### src/rtl/lcd_bus_reader.sv
// lcd_bus_reader: HD44780-style read cycles (busy/address or data) on the shared LCD bus.
// Define LCD_BUSY_POLL_EN to make data reads first poll the busy flag.
module lcd_bus_reader #(
    parameter int SETUP_CYCLES    = 3,
    parameter int EN_HIGH_CYCLES  = 12,
    parameter int EN_LOW_CYCLES   = 12,
    parameter int BUSY_POLL_LIMIT = 255
) (
    input  logic       clk,
    input  logic       rst,
    input  logic       rdReq,
    input  logic       rdSel,
    input  logic [7:0] lcdBusIn,
    output logic       lcdReadWriteSel,
    output logic       lcdRsSelect,
    output logic       lcdEnableOut,
    output logic       busLock,
    output logic [7:0] rdData,
    output logic       busyFlag,
    output logic [6:0] addrCounter,
    output logic       rdValid,
    output logic       timeoutErr
);
`ifdef LCD_BUSY_POLL_EN
    localparam bit POLL_EN = 1'b1;
`else
    localparam bit POLL_EN = 1'b0;
`endif
    localparam logic [7:0] S_LOAD = 8'(SETUP_CYCLES);
    localparam logic [7:0] H_LOAD = 8'(EN_HIGH_CYCLES);
    localparam logic [7:0] L_LOAD = 8'(EN_LOW_CYCLES);
    localparam logic [7:0] P_LAST = 8'(BUSY_POLL_LIMIT - 1);

    typedef enum logic [2:0] {IDLE, SETUP, EN_HIGH, EN_LOW, DONE} state_t;

    state_t     state_q, state_d;
    logic [7:0] cnt_q, cnt_d;
    logic [7:0] cap_q, cap_d;
    logic [7:0] data_q, data_d;
    logic [7:0] polls_q, polls_d;
    logic [6:0] addr_q, addr_d;
    logic       sel_q, sel_d;
    logic       poll_q, poll_d;
    logic       busy_q, busy_d;
    logic       tmo_q, tmo_d;
    logic       last;

    assign last = cnt_q == 8'd1;

    always_ff @(posedge clk or negedge rst) begin
        if (!rst) begin
            state_q <= IDLE;
            cnt_q   <= '0;
            cap_q   <= '0;
            data_q  <= '0;
            polls_q <= '0;
            addr_q  <= '0;
            sel_q   <= 1'b0;
            poll_q  <= 1'b0;
            busy_q  <= 1'b0;
            tmo_q   <= 1'b0;
        end else begin
            state_q <= state_d;
            cnt_q   <= cnt_d;
            cap_q   <= cap_d;
            data_q  <= data_d;
            polls_q <= polls_d;
            addr_q  <= addr_d;
            sel_q   <= sel_d;
            poll_q  <= poll_d;
            busy_q  <= busy_d;
            tmo_q   <= tmo_d;
        end
    end

    always_comb begin
        state_d = state_q;
        cnt_d   = cnt_q;
        cap_d   = cap_q;
        data_d  = data_q;
        polls_d = polls_q;
        addr_d  = addr_q;
        sel_d   = sel_q;
        poll_d  = poll_q;
        busy_d  = busy_q;
        tmo_d   = tmo_q;
        case (state_q)
            IDLE, DONE: begin
                state_d = rdReq ? SETUP : IDLE;
                if (rdReq) begin
                    cnt_d   = S_LOAD;
                    sel_d   = rdSel;
                    poll_d  = POLL_EN & rdSel;
                    polls_d = '0;
                end
            end
            SETUP: begin
                state_d = last ? EN_HIGH : SETUP;
                cnt_d   = last ? H_LOAD : cnt_q - 8'd1;
            end
            EN_HIGH: begin
                state_d = last ? EN_LOW : EN_HIGH;
                cnt_d   = last ? L_LOAD : cnt_q - 8'd1;
                if (last)
                    cap_d = lcdBusIn;
            end
            EN_LOW: begin
                cnt_d = cnt_q - 8'd1;
                if (last) begin
                    if (!sel_q || poll_q) begin
                        busy_d = cap_q[7];
                        addr_d = cap_q[6:0];
                    end
                    // A busy poll chains straight into the next access without a DONE cycle.
                    if (poll_q) begin
                        polls_d = polls_q + 8'd1;
                        state_d = SETUP;
                        cnt_d   = S_LOAD;
                        if (!cap_q[7]) begin
                            poll_d = 1'b0;
                        end else if (polls_q == P_LAST) begin
                            tmo_d   = 1'b1;
                            poll_d  = 1'b0;
                            state_d = DONE;
                        end
                    end else begin
                        data_d  = cap_q;
                        state_d = DONE;
                    end
                end
            end
            default: state_d = IDLE;
        endcase
    end

    always_comb begin
        busLock         = state_q == SETUP || state_q == EN_HIGH || state_q == EN_LOW;
        lcdReadWriteSel = busLock;
        lcdRsSelect     = busLock & sel_q & ~poll_q;
        lcdEnableOut    = state_q == EN_HIGH;
        rdValid         = state_q == DONE;
        rdData          = data_q;
        busyFlag        = busy_q;
        addrCounter     = addr_q;
        timeoutErr      = tmo_q;
    end
endmodule

### config.mk
export PLATFORM = sky130hd
export DESIGN_NAME = lcd_bus_reader
export DESIGN_NICKNAME = d
export VERILOG_FILES = /design/src/rtl/lcd_bus_reader.sv
export SDC_FILE = /design/constraint.sdc
export NUM_CORES = 1
export LEC_CHECK = 0
export BUFFER_PORTS_ARGS = -buffer_cell sky130_fd_sc_hd__buf_2
export CELL_PAD_IN_SITES_DETAIL_PLACEMENT = 0
export CELL_PAD_IN_SITES_GLOBAL_PLACEMENT = 1
export CORE_UTILIZATION = 43
export DETAILED_ROUTE_END_ITERATION = 12
export GPL_ROUTABILITY_DRIVEN = 0
export PLACE_DENSITY = 0.74
export SLEW_MARGIN = 15
export SYNTH_ARGS = -nofsm -noshare
export SYNTH_HDL_FRONTEND = slang
export SYNTH_SLANG_ARGS = --single-unit
### constraint.sdc
create_clock -name clk -period 4.25 [get_ports clk]
set_clock_uncertainty 0.05 [all_clocks]
set_input_delay 0.2125 -clock clk [delete_from_list [all_inputs] [get_ports clk]]
set_output_delay 0.2125 -clock clk [all_outputs]
set_load 0.02 [all_outputs]
; Yosys cells after proc, flatten, opt, wreduce, memory -nomap -nowiden
; Index checks and enable logic that the tools add are counted.
[op_classes]
addsub = 2
eq_ne = 9
muxes = 23
bitwise = 3
reduce_logical = 17
[ops]
columns = operator, n
row1 = 8-bit 2-to-1 mux, 7
row2 = 8-bit case mux with 3 select lines, 1
row3 = 8-bit case mux with 2 select lines, 1
row4 = 3-bit 2-to-1 mux, 4
row5 = 3-bit case mux with 4 select lines, 1
row6 = 3-bit AND reduction, 3
row7 = "8-bit by 1-bit adder with 8-bit output, second input constant", 1
row8 = "8-bit by 1-bit == test with 1-bit output, second input constant", 1
row9 = "8-bit == test, second input constant", 1
row10 = "8-bit by 1-bit subtractor with 8-bit output, second input constant", 1
row11 = 1-bit 2-to-1 mux, 7
row12 = "3-bit by 2-bit == test with 1-bit output, second input constant", 2
row13 = "2-bit inequality test, second input constant", 3
row14 = 2-bit AND reduction, 3
row15 = 5-bit AND reduction, 1
row16 = 4-bit AND reduction, 1
row17 = 2-bit OR reduction, 2
row18 = "3-bit by 1-bit == test with 1-bit output, second input constant", 1
row19 = "3-bit == test, second input constant", 1
row20 = 3-bit logical NOT, 1
row21 = 1-bit logical OR, 3
row22 = 3-bit nonzero test, 1
row23 = 1-bit AND, 2
row24 = 2-bit 2-to-1 mux, 1
row25 = other kinds (4), 4
[word_totals]
register_bits = 46
out_inout_bits = 22
wordCells = 64

; Longest topological paths before layout
; Gate-level depths: netlist of the first run.
[depth]
depth_word = 6
depth_mapped = 7
mapped_depth_nobuf = 7

; Least setup slack after synthesis of the first run
; No wires, ideal clock.
[synth_path]
kind = register to register
from = register cnt_q[1]
to = register polls_q[7]
t_arrival_ns = 2.050
required_time_ns = 4.123
setup_slack_ns = 2.073
path_stages_with_launch = 8
n_path_buf = 0
path_cell_list = dfrtp_1 > inv_1 > ha_1 > or4b_4 > nor3_4 > o22ai_2 > or4_1 > a21oi_1
[synth_via]
elab_chain_len = 3
[synth_rtl]
columns = element, line_no
row1 = "start, declared", 37  ; logic [7:0] cnt_q, cnt_d;
row2 = "start signal, assigned", 64  ; cnt_q <= cnt_d;
row3 = 8-bit by 1-bit == test with 1-bit output, 48  ; assign last = cnt_q == 8'd1;
row4 = 2-bit inequality test (no source line), n/a
row5 = 4-bit AND reduction (no source line), n/a
row6 = "end signal, assigned", 67  ; polls_q <= polls_d;
row7 = "end, declared", 40  ; logic [7:0] polls_q, polls_d;
; No other way between the ends.
; A chain may end at the register's enable or synchronous reset.

; Worst setup path after layout of the first run
[layout_path]
from = register cnt_q[1]
to = register cap_q[7]
[layout_via]
elab_chain_len = 2
[layout_rtl]
columns = element, line_no
row1 = 8-bit by 1-bit == test with 1-bit output, 48
row2 = 2-bit AND reduction (no source line), n/a
row3 = "end signal, assigned", 65  ; cap_q <= cap_d;
row4 = "end, declared", 38  ; logic [7:0] cap_q, cap_d;
; No other way between the ends.

==> metrics, run 1 <==
post-cts resize count=0; Post-synth ARST share=1.000; GRT Overall Usage=0.1826; type of the tightest min-delay check=in2async; Chip Width=a little over 70 µm; vias=around 1500; Worst setup EP type=register; number of max-cap violations=0; critical path type=reg2reg; first-pass detailed-route iteration total=6; Mapped Cells=between 150 and 200; Peak supply drop=approximately 0.33 mV; Max Clk Rate=between 0.4 and 0.5 GHz; grt total ovfl=0; syn avg cell area=around 11 µm²; Post-CTS Setup Bufs=0; Pwr per Cell Area=around 720 mW/mm²; register area share after synthesis=0.5415; final-report hold violation count=0; row count=25; initial antenna violation count=0; clk root buf=clkbuf_8; Leak Pwr=1.171 nW; Via density=roughly 5.2; Syn Nets=between 200 and 250; Setup crit start=cnt_q[1]; status=complete, no violations; ANT cells=0; IO Count=34; Slew HR=0.3264; clk buf depth=2; layout cell share with drive strength beyond 1=0.2996; Total Neg Setup Slack=0 ns; Synth area leader=dfrtp_1; CTS Hold Buffers Added=0; Tmin final=2.466 ns; most frequent cells in the layout=dfrtp_1 (46), buf_2 (33), mux2_2 (23); Syn. warnings=0; Clk pin slew, worst setup/hold paths=0.09 ns; final WL=approximately 4300 µm; worst slew pin tran=a little over 1 ns; Worst Path Arrival=2.59 ns; Yosys cell types=35; CTS buffer count=5; Initial Util=0.4471; Detail Route Antenna Nets=0; Main synth FF type=dfrtp_1; Die ar.=around 0.0052 mm²; port bufs=33; Req. time, crit path=~4.4 ns; largest net degree at the start of global routing=47; Core Area=around 0.0048 mm²; Synth-to-Final Area Change=16.07%; Clock Latency Late Sink=between 0.2 and 0.3 ns; vias in the first global route=between 1500 and 2000; register bit total from synthesis=between 40 and 50; Post-synth EDFFs=0; H-tree depth=2; Avg WL per Cell=approximately 15 µm; WHS=roughly 0.041 ns; fin. max-slew vios=0; drt drc=0; worst r2r path cells=6; Chip Height=around 72 µm; design area=roughly 0.0025 mm²; mapped cell area=between 0.002 and 0.0025 mm²; RSZ-0062 raised after global routing=false; cell area after placement=between 0.002 and 0.0025 mm²; clk sinks=between 40 and 50; Worst R2R Start=cnt_q[1]; startpoint types=register; HPWL after DPL=3174 µm; initial detailed-routing violation count=114; CTS tree=built; CP Max Fanout=9; first-pass GRT wire length=between 7000 and 8000 µm; Final setup viols=0; period utilisation layout=0.5802; largest cells by area after synthesis=dfrtp_1 (54%), mux2_2 (12%), nor2_1 (3.5%), nand2_1 (3.2%), xor2_1 (2.9%); most common cell after layout, fill and taps aside=dfrtp_1; Synth top area share=0.5415; post-layout net count=about 240
power breakdown:
group	internal, mW	switching [mW]	total, mW
Combinational	0.290	0.396	0.686
Clock	0.175	0.143	0.318
Sequential	0.607	0.154	0.760
Total	1.07	0.692	1.76
state kept, by name, indices dropped and copies added, names as in the netlist:
register / flops
polls_q: 8
busyFlag: 1
state_q: 3
timeoutErr: 1
cnt_q: 8
rdData: 8
cap_q: 8
sel_q: 1
poll_q: 1
addrCounter: 7
kinds of logic after synthesis:
logic type,count (synthesis),synth area share
and+or+nand+nor,68,0.1689
muxes,23,0.1218
buffers and inverters,11,0.02237
AOI/OAI and AO/OA,27,0.08063
DFF,46,0.5415
adders and majority gates,4,0.02354
xor gates and xnor gates,10,0.04120
through the flow:
step	util	cells	total power, mW	worst slack [ns]
3_5_place_dp	0.4958	286	1.453	1.803
4_1_cts	0.5189	294	1.778	1.789
3_3_place_gp	0.4958	286	1.423	1.847
2_1_floorplan	-	189	1.249	2.073
5_1_grt	0.5189	294	1.893	1.637
6_report	0.5189	294	1.765	1.784
routing by layer:
layer / wire length [µm] / global-route usage / vias up
met3: 271 / 0.05139 / 4
met5: 0 / 0 / -
met1: 1903 / 0.2402 / 748
li1: - / - / 737
met4: 37 / 0.05447 / 0
met2: 2068 / 0.2949 / 54
worst max-delay path, stage by stage, from the launching register on:
cell and delay, ns:
dfrtp_1 0.39, inv_1 0.10, ha_1 0.16, or4b_4 0.50, nor2_1 0.37, nand2_1 0.39
mux2_2 0.39
area by class of cell:
class	count	area [µm²]
Fill cell	453	2287
Sequential cell	46	1151
Multi-Input combinational cell	132	927.1
Timing Repair Buffer	33	165.2
Tap cell	67	83.83
Clock buffer	6	72.57
Clock inverter	2	37.54
Inverter	8	30.03
cells in the mapped netlist, types with 2 or more instances:
| cell | n |
|---|---|
| a21oi_1 | 7 |
| a2bb2oi_1 | 2 |
| buf_2 | 2 |
| dfrtp_1 | 46 |
| ha_1 | 4 |
| inv_1 | 8 |
| mux2_2 | 23 |
| nand2_1 | 18 |
| nand3_1 | 6 |
| nand3b_1 | 2 |
| nand4_1 | 3 |
| nor2_1 | 20 |
| nor3_1 | 3 |
| nor3b_1 | 3 |
| nor4_1 | 2 |
| o21ai_0 | 10 |
| o21bai_1 | 2 |
| o31ai_1 | 2 |
| or4_1 | 2 |
| xnor2_1 | 3 |
| xor2_1 | 7 |
worst paths after layout:
path	to	slack, ns
worst max-delay path	cap_q[7]	1.78
worst min-delay path	polls_q[1]	0.04
worst max register to register	cap_q[7]	1.78
worst min register to register	timeoutErr	0.42
max in group asynchronous	cap_q[4]	3.49
min in group clk	sel_q	0.08
Note: power is estimated with default switching activity, not from simulation.
==> inputs of run 2 (changes only) <==
--- a/config.mk
+++ b/config.mk
@@ -8,10 +8,10 @@
 export BUFFER_PORTS_ARGS = -buffer_cell sky130_fd_sc_hd__buf_2
 export CELL_PAD_IN_SITES_DETAIL_PLACEMENT = 0
 export CELL_PAD_IN_SITES_GLOBAL_PLACEMENT = 1
-export CORE_UTILIZATION = 43
+export CORE_UTILIZATION = 40
 export DETAILED_ROUTE_END_ITERATION = 12
 export GPL_ROUTABILITY_DRIVEN = 0
-export PLACE_DENSITY = 0.74
+export PLACE_DENSITY = 0.72
 export SLEW_MARGIN = 15
 export SYNTH_ARGS = -nofsm -noshare
 export SYNTH_HDL_FRONTEND = slang
==> constraint.sdc (replaced) <==
create_clock -name clk -period 2 [get_ports clk]
set_clock_uncertainty 0.05 [all_clocks]
set_input_delay 0.1 -clock clk [delete_from_list [all_inputs] [get_ports clk]]
set_output_delay 0.1 -clock clk [all_outputs]
set_load 0.02 [all_outputs]
==> metrics, run 2 (synthesized netlist as in run 1, its figures left out) <==
worst reg2reg path endpoint=cap_q[5]; H-tree depth=2 (unchanged); Filler cells=457 (+0.88%); Setup crit start=cnt_q[1]; Leak Pwr=1.374 nW (+17%); Initial Util=0.4162 (-0.03089); Chip Height=74.90 µm (+3.6%); Clock Latency Late Sink=0.30 ns (about the same); Clk pin slew, worst setup/hold paths=0.10 ns (about the same); CP max stage delay=0.49 ns (about the same); initial antenna violation count=0 (unchanged); Pwr per Cell Area=1398 mW/mm² (+96%); most frequent cells in the layout=dfrtp_1 (46), buf_2 (33), mux2_2 (23); initial detailed-routing violation count=67 (-41%); clk sinks=46 (unchanged); Max Clk Rate=0.4846 GHz (+19%); Critical Path Most Common Cell=buf_6; Finished Core Util=0.5669 (+0.04793); status=finished with violations; IO Count=34 (unchanged); vias=1660 (+7.6%); register-to-register setup slack=-0.06 ns (-1.85 ns); Setup crit end=cap_q[5]; Avg WL per Cell=13.71 µm (-5.8%); Final setup viols=14 (+14); Req. time, crit path=2.13 ns (-2.25 ns); type of the tightest min-delay check=in2async; worst slew pin tran=0.5581 ns (-0.4523 ns); HPWL after DPL=3161 µm (-0.42%); final-report hold violation count=0 (unchanged); RSZ-0062 raised after global routing=true; first-pass GRT wire length=7569 µm (+3.5%); most common cell after layout, fill and taps aside=dfrtp_1; row count=26 (+4.0%); Chip Width=74.90 µm (+3.6%); GRT Overall Usage=0.1797 (-0.002875); number of max-cap violations=0 (unchanged); ANT cells=0 (unchanged); layout cell share with drive strength beyond 1=0.4167 (+0.1171); Core Area=0.005107 mm² (+7.4%); setup ws final=-0.06372 ns (-1.848 ns); port bufs=33 (unchanged); period utilisation layout=1.032 (+0.4517); Worst R2R Start=cnt_q[1]; Via density=4.970 (-5.3%); first-pass detailed-route iteration total=4 (-2); drt drc=0 (unchanged); fin. max-slew vios=0 (unchanged); final WL=4578 µm (+7.0%); clk root buf=clkbuf_8; critical path type=reg2reg; clk buf depth=2 (unchanged); Slew HR=0.6245 (+0.2981); post-layout net count=279 (+15%); Place WS=-0.1042 ns (-1.908 ns); Worst setup EP type=register; startpoint types=register; worst r2r path cells=8 (+2); Tmin final=2.064 ns (-0.4022 ns); Detail Route Antenna Nets=0 (unchanged); failing checks=negative setup slack; grt total ovfl=0 (unchanged); CP cell instances=inv_2, ha_4, or4b_4, buf_6, nor2_4, nand2_2, buf_6, mux2_2; CTS tree=built; vias in the first global route=1572 (-0.25%); Synth-to-Final Area Change=36.20%; Die ar.=0.005610 mm² (+7.3%); Peak supply drop=0.7598 mV (+130%); CP Max Fanout=5 (-4); largest net degree at the start of global routing=29 (-38%); CTS buffer count=5 (unchanged); Critical Path Slowest Stage Cell=or4b_4; Worst Path Arrival=2.20 ns (-0.39 ns)
## run 2: cell count changes in the layout (fill, tap and decap cells not counted), sizes merged
cell         delta
buf            +27
dlygate4sd3    +10
inv             +2
bufinv          -1
clkbuf          -1
clkinv          +1
clkinvlp        -1
## run 2: what timing repair did
item | CTS | global route
resized for setup | 10 | 16
pin swaps | 5 | 7
cloned | 1 | 0
endpoints found under the setup margin | 19 | 42
hold buffers | 10 | 0
endpoints found under the hold margin | 27 | 0
buffers inserted | 4 | 0
## run 2: cell type report
class / count / area [µm²] / share of cell area
clock inverters: 3 / 28.78 / 0.009939
clock buffers: 5 / 68.82 / 0.02377
well taps: 70 / 87.58 / 0.03025
multi-input cells: 132 / 1022 / 0.3531
repair buffers: 70 / 506.7 / 0.1750
inverters: 8 / 30.03 / 0.01037
flip-flops and latches: 46 / 1151 / 0.3976
## run 2: critical path, delay by kind of cell, from the launching register on
kind | cells | cell delay [ns]
simple gates | 3 | 0.72
buf+inv | 3 | 0.39
flops | 1 | 0.41
fa+ha+maj | 1 | 0.12
mux | 1 | 0.26
## run 2: how the worst min path moves through the flow
stage	to	slack, ns	cells after the start
after detailed placement	state_q[1]	0.04	1
after floorplan	addrCounter[0]	-0.25	0
after CTS	sel_q	0.24	4
final	cnt_q[7]	0.23	2
after global placement	state_q[0]	0.04	1
after global routing	addrCounter[4]	0.27	2
## run 2: per-stage QoR
stage	instances	instance area [µm²]	total power, mW	hold WS, ns	TNS, ns
3_3_place_gp	312	2571	3.295	0.04261	-0.1722
4_1_cts	334	2821	4.010	0.2373	-0.3943
2_1_floorplan	189	2138	2.669	-0.2456	-1.039
3_5_place_dp	312	2571	3.314	0.03899	-0.4062
6_report	334	2895	4.049	0.2349	-0.6563
5_1_grt	334	2895	4.376	0.2688	-2.551
## run 2: metal layers
layer	vias up	routed length (µm)	global-route usage
met2	43	2103	0.2723
met5	-	0	0
met1	796	2269	0.2689
li1	817	-	-
met4	0	20	0.03145
met3	4	186	0.03882
## run 2: power by group
| group | internal (mW) | switching [mW] | total [mW] |
|---|---|---|---|
| clock | 0.262 | 0.342 | 0.603 |
| sequential | 1.29 | 0.266 | 1.56 |
| combinational | 0.870 | 1.02 | 1.89 |
| total | 2.42 | 1.63 | 4.05 |
==> inputs of run 3 (changes only) <==
--- a/config.mk
+++ b/config.mk
@@ -8,10 +8,11 @@
 export BUFFER_PORTS_ARGS = -buffer_cell sky130_fd_sc_hd__buf_2
 export CELL_PAD_IN_SITES_DETAIL_PLACEMENT = 0
 export CELL_PAD_IN_SITES_GLOBAL_PLACEMENT = 1
+export CORE_MARGIN = 2
 export CORE_UTILIZATION = 40
 export DETAILED_ROUTE_END_ITERATION = 12
 export GPL_ROUTABILITY_DRIVEN = 0
-export PLACE_DENSITY = 0.72
+export PLACE_DENSITY_LB_ADDON = 0.1
 export SLEW_MARGIN = 15
 export SYNTH_ARGS = -nofsm -noshare
 export SYNTH_HDL_FRONTEND = slang
==> metrics, run 3 (synthesized netlist as in run 1, its figures left out) <==
register-to-register setup slack=-0.06 ns (about the same); Crit path max-delay family=simple AND/OR/NAND/NOR gates; Pwr per Cell Area=1441 mW/mm² (+3.0%); number of max-cap violations=0 (unchanged); Slew HR=0.6241 (about the same); port bufs=33 (unchanged); initial detailed-routing violation count=61 (-9.0%); CTS buffer count=5 (unchanged); initial antenna violation count=0 (unchanged); Worst setup EP type=register; final WL=4719 µm (+3.1%); clk root buf=clkbuf_8; Final setup viols=18 (+4); Chip Width=76.90 µm (+2.7%); Worst Path Arrival=2.24 ns (+0.04 ns); Place WS=-0.1159 ns (-0.01168 ns); most frequent cells in the layout=dfrtp_1 (46), buf_2 (33), buf_4 (29); setup ws final=-0.05980 ns (+0.003919 ns); Clock Latency Late Sink=0.30 ns (about the same); first-pass detailed-route iteration total=4 (unchanged); RSZ-0062 raised after global routing=true; most common cell after layout, fill and taps aside=dfrtp_1; failing checks=negative setup slack; layout cell share with drive strength beyond 1=0.4207 (+0.003998); GRT Overall Usage=0.1715 (-0.008163); final-report hold violation count=0 (unchanged); Hold Path End=sel_q; startpoint types=register; Clk pin slew, worst setup/hold paths=0.09 ns (about the same); Req. time, crit path=2.18 ns (+0.05 ns); worst reg2reg path endpoint=polls_q[5]; worst r2r path cells=7 (-1); Tmin final=2.060 ns (-0.003919 ns); row count=26 (unchanged); drt drc=0 (unchanged); Avg WL per Cell=13.84 µm (+0.96%); Finished Core Util=0.5730 (+0.006124); Peak supply drop=0.7433 mV (-2.2%); Core Area=0.005107 mm² (unchanged); fin. max-slew vios=0 (unchanged); Max Clk Rate=0.4855 GHz (+0.19%); Leak Pwr=1.411 nW (+2.7%); Initial Util=0.4162 (unchanged); largest net degree at the start of global routing=47 (+62%); hold path depth=4; Via density=4.941 (-0.58%); CP cell instances=inv_2, ha_4, or4b_4, nor3_4, o22ai_2, or4_1, a21oi_2; Filler cells=460 (+0.66%); clk buf depth=2 (unchanged); post-layout net count=286 (+2.5%); CP max stage delay=0.50 ns (about the same); ANT cells=0 (unchanged); Chip Height=76.90 µm (+2.7%); type of the tightest min-delay check=in2reg; IO Count=34 (unchanged); HPWL after DPL=3429 µm (+8.5%); worst slew pin tran=0.5639 ns (+0.005799 ns); CP Depth=7 (-1); Critical Path Slowest Stage Cell=or4b_4; CTS tree=built; clk sinks=46 (unchanged); Worst R2R Start=cnt_q[1]; Synth-to-Final Area Change=37.67%; CP Max Fanout=3 (-2); Hold Path Origin=rdReq; first-pass GRT wire length=8121 µm (+7.3%); vias=1685 (+1.5%); critical path type=reg2reg; Tot Pwr=4.216 mW (+4.1%); status=finished with violations; vias in the first global route=1763 (+12%); Die ar.=0.005914 mm² (+5.4%); period utilisation layout=1.030 (-0.001959); Detail Route Antenna Nets=0 (unchanged); H-tree depth=2 (unchanged); grt total ovfl=0 (unchanged); worst path bufs/invs=1 (-2)
==> run 3: changes by cell type in the layout (fill, tap and decap cells not counted), sizes merged <==
| cell | change |
|---|---|
| buf | +7 |
| bufinv | +1 |
| inv | -1 |
==> run 3: how the worst max path moves through the flow <==
stage / startpoint / end / slack (ns)
after detailed placement: cnt_q[1] / polls_q[7] / -0.12
after global routing: cnt_q[1] / polls_q[5] / -0.14
after floorplan: cnt_q[1] / polls_q[7] / -0.15
final: cnt_q[1] / polls_q[5] / -0.06
after global placement: cnt_q[1] / polls_q[7] / -0.08
after CTS: cnt_q[1] / polls_q[7] / -0.13
==> run 3: where the power goes <==
part           internal, mW  switching [mW]  total (mW)
combinational         0.944            1.05        1.99
clock                 0.375           0.323       0.697
sequential             1.29           0.238        1.53
==> run 3: timing repair <==
action,4_1_cts,5_1_grt
hold buffers,10,0
setup endpoints to repair,19,38
buffers inserted,2,2
gates resized for setup,7,11
endpoints found under the hold margin,55,0
pin swaps,6,3
gates cloned,1,0
==> run 3: worst register-to-register path, cell delays in order, from the launching register on <==
cell     delay (ns)
dfrtp_1        0.40
inv_2          0.08
ha_4           0.12
or4b_4         0.50
nor3_4         0.17
o22ai_2        0.11
or4_1          0.43
a21oi_2        0.13
==> run 3: layer usage <==
layer,part of all wire,GRT usage
met1,0.45,0.2157
met2,0.51,0.2947
met3,0.041,0.04235
met4,0.0066,0.04545
met5,0,0
==> run 3: final cells by class <==
class	count	area (µm²)	area share
timing repair buffer	77	548.0	0.1873
multi-input combinational	132	997.2	0.3407
inverter	8	30.03	0.01026
clock buffer	5	68.82	0.02351
sequential	46	1151	0.3933
tap	70	87.58	0.02993
clock inverter	3	43.79	0.01496
==> run 3: through the flow <==
stage	instances	cell area (µm²)	hold WS [ns]	TNS, ns
floorplan	189	2138	-0.2456	-1.039
global placement	318	2604	0.1635	-0.3593
detailed placement	318	2604	0.1736	-0.6120
CTS	339	2864	0.2299	-1.114
global route	341	2927	0.2794	-1.700
finish	341	2927	0.2295	-0.3027
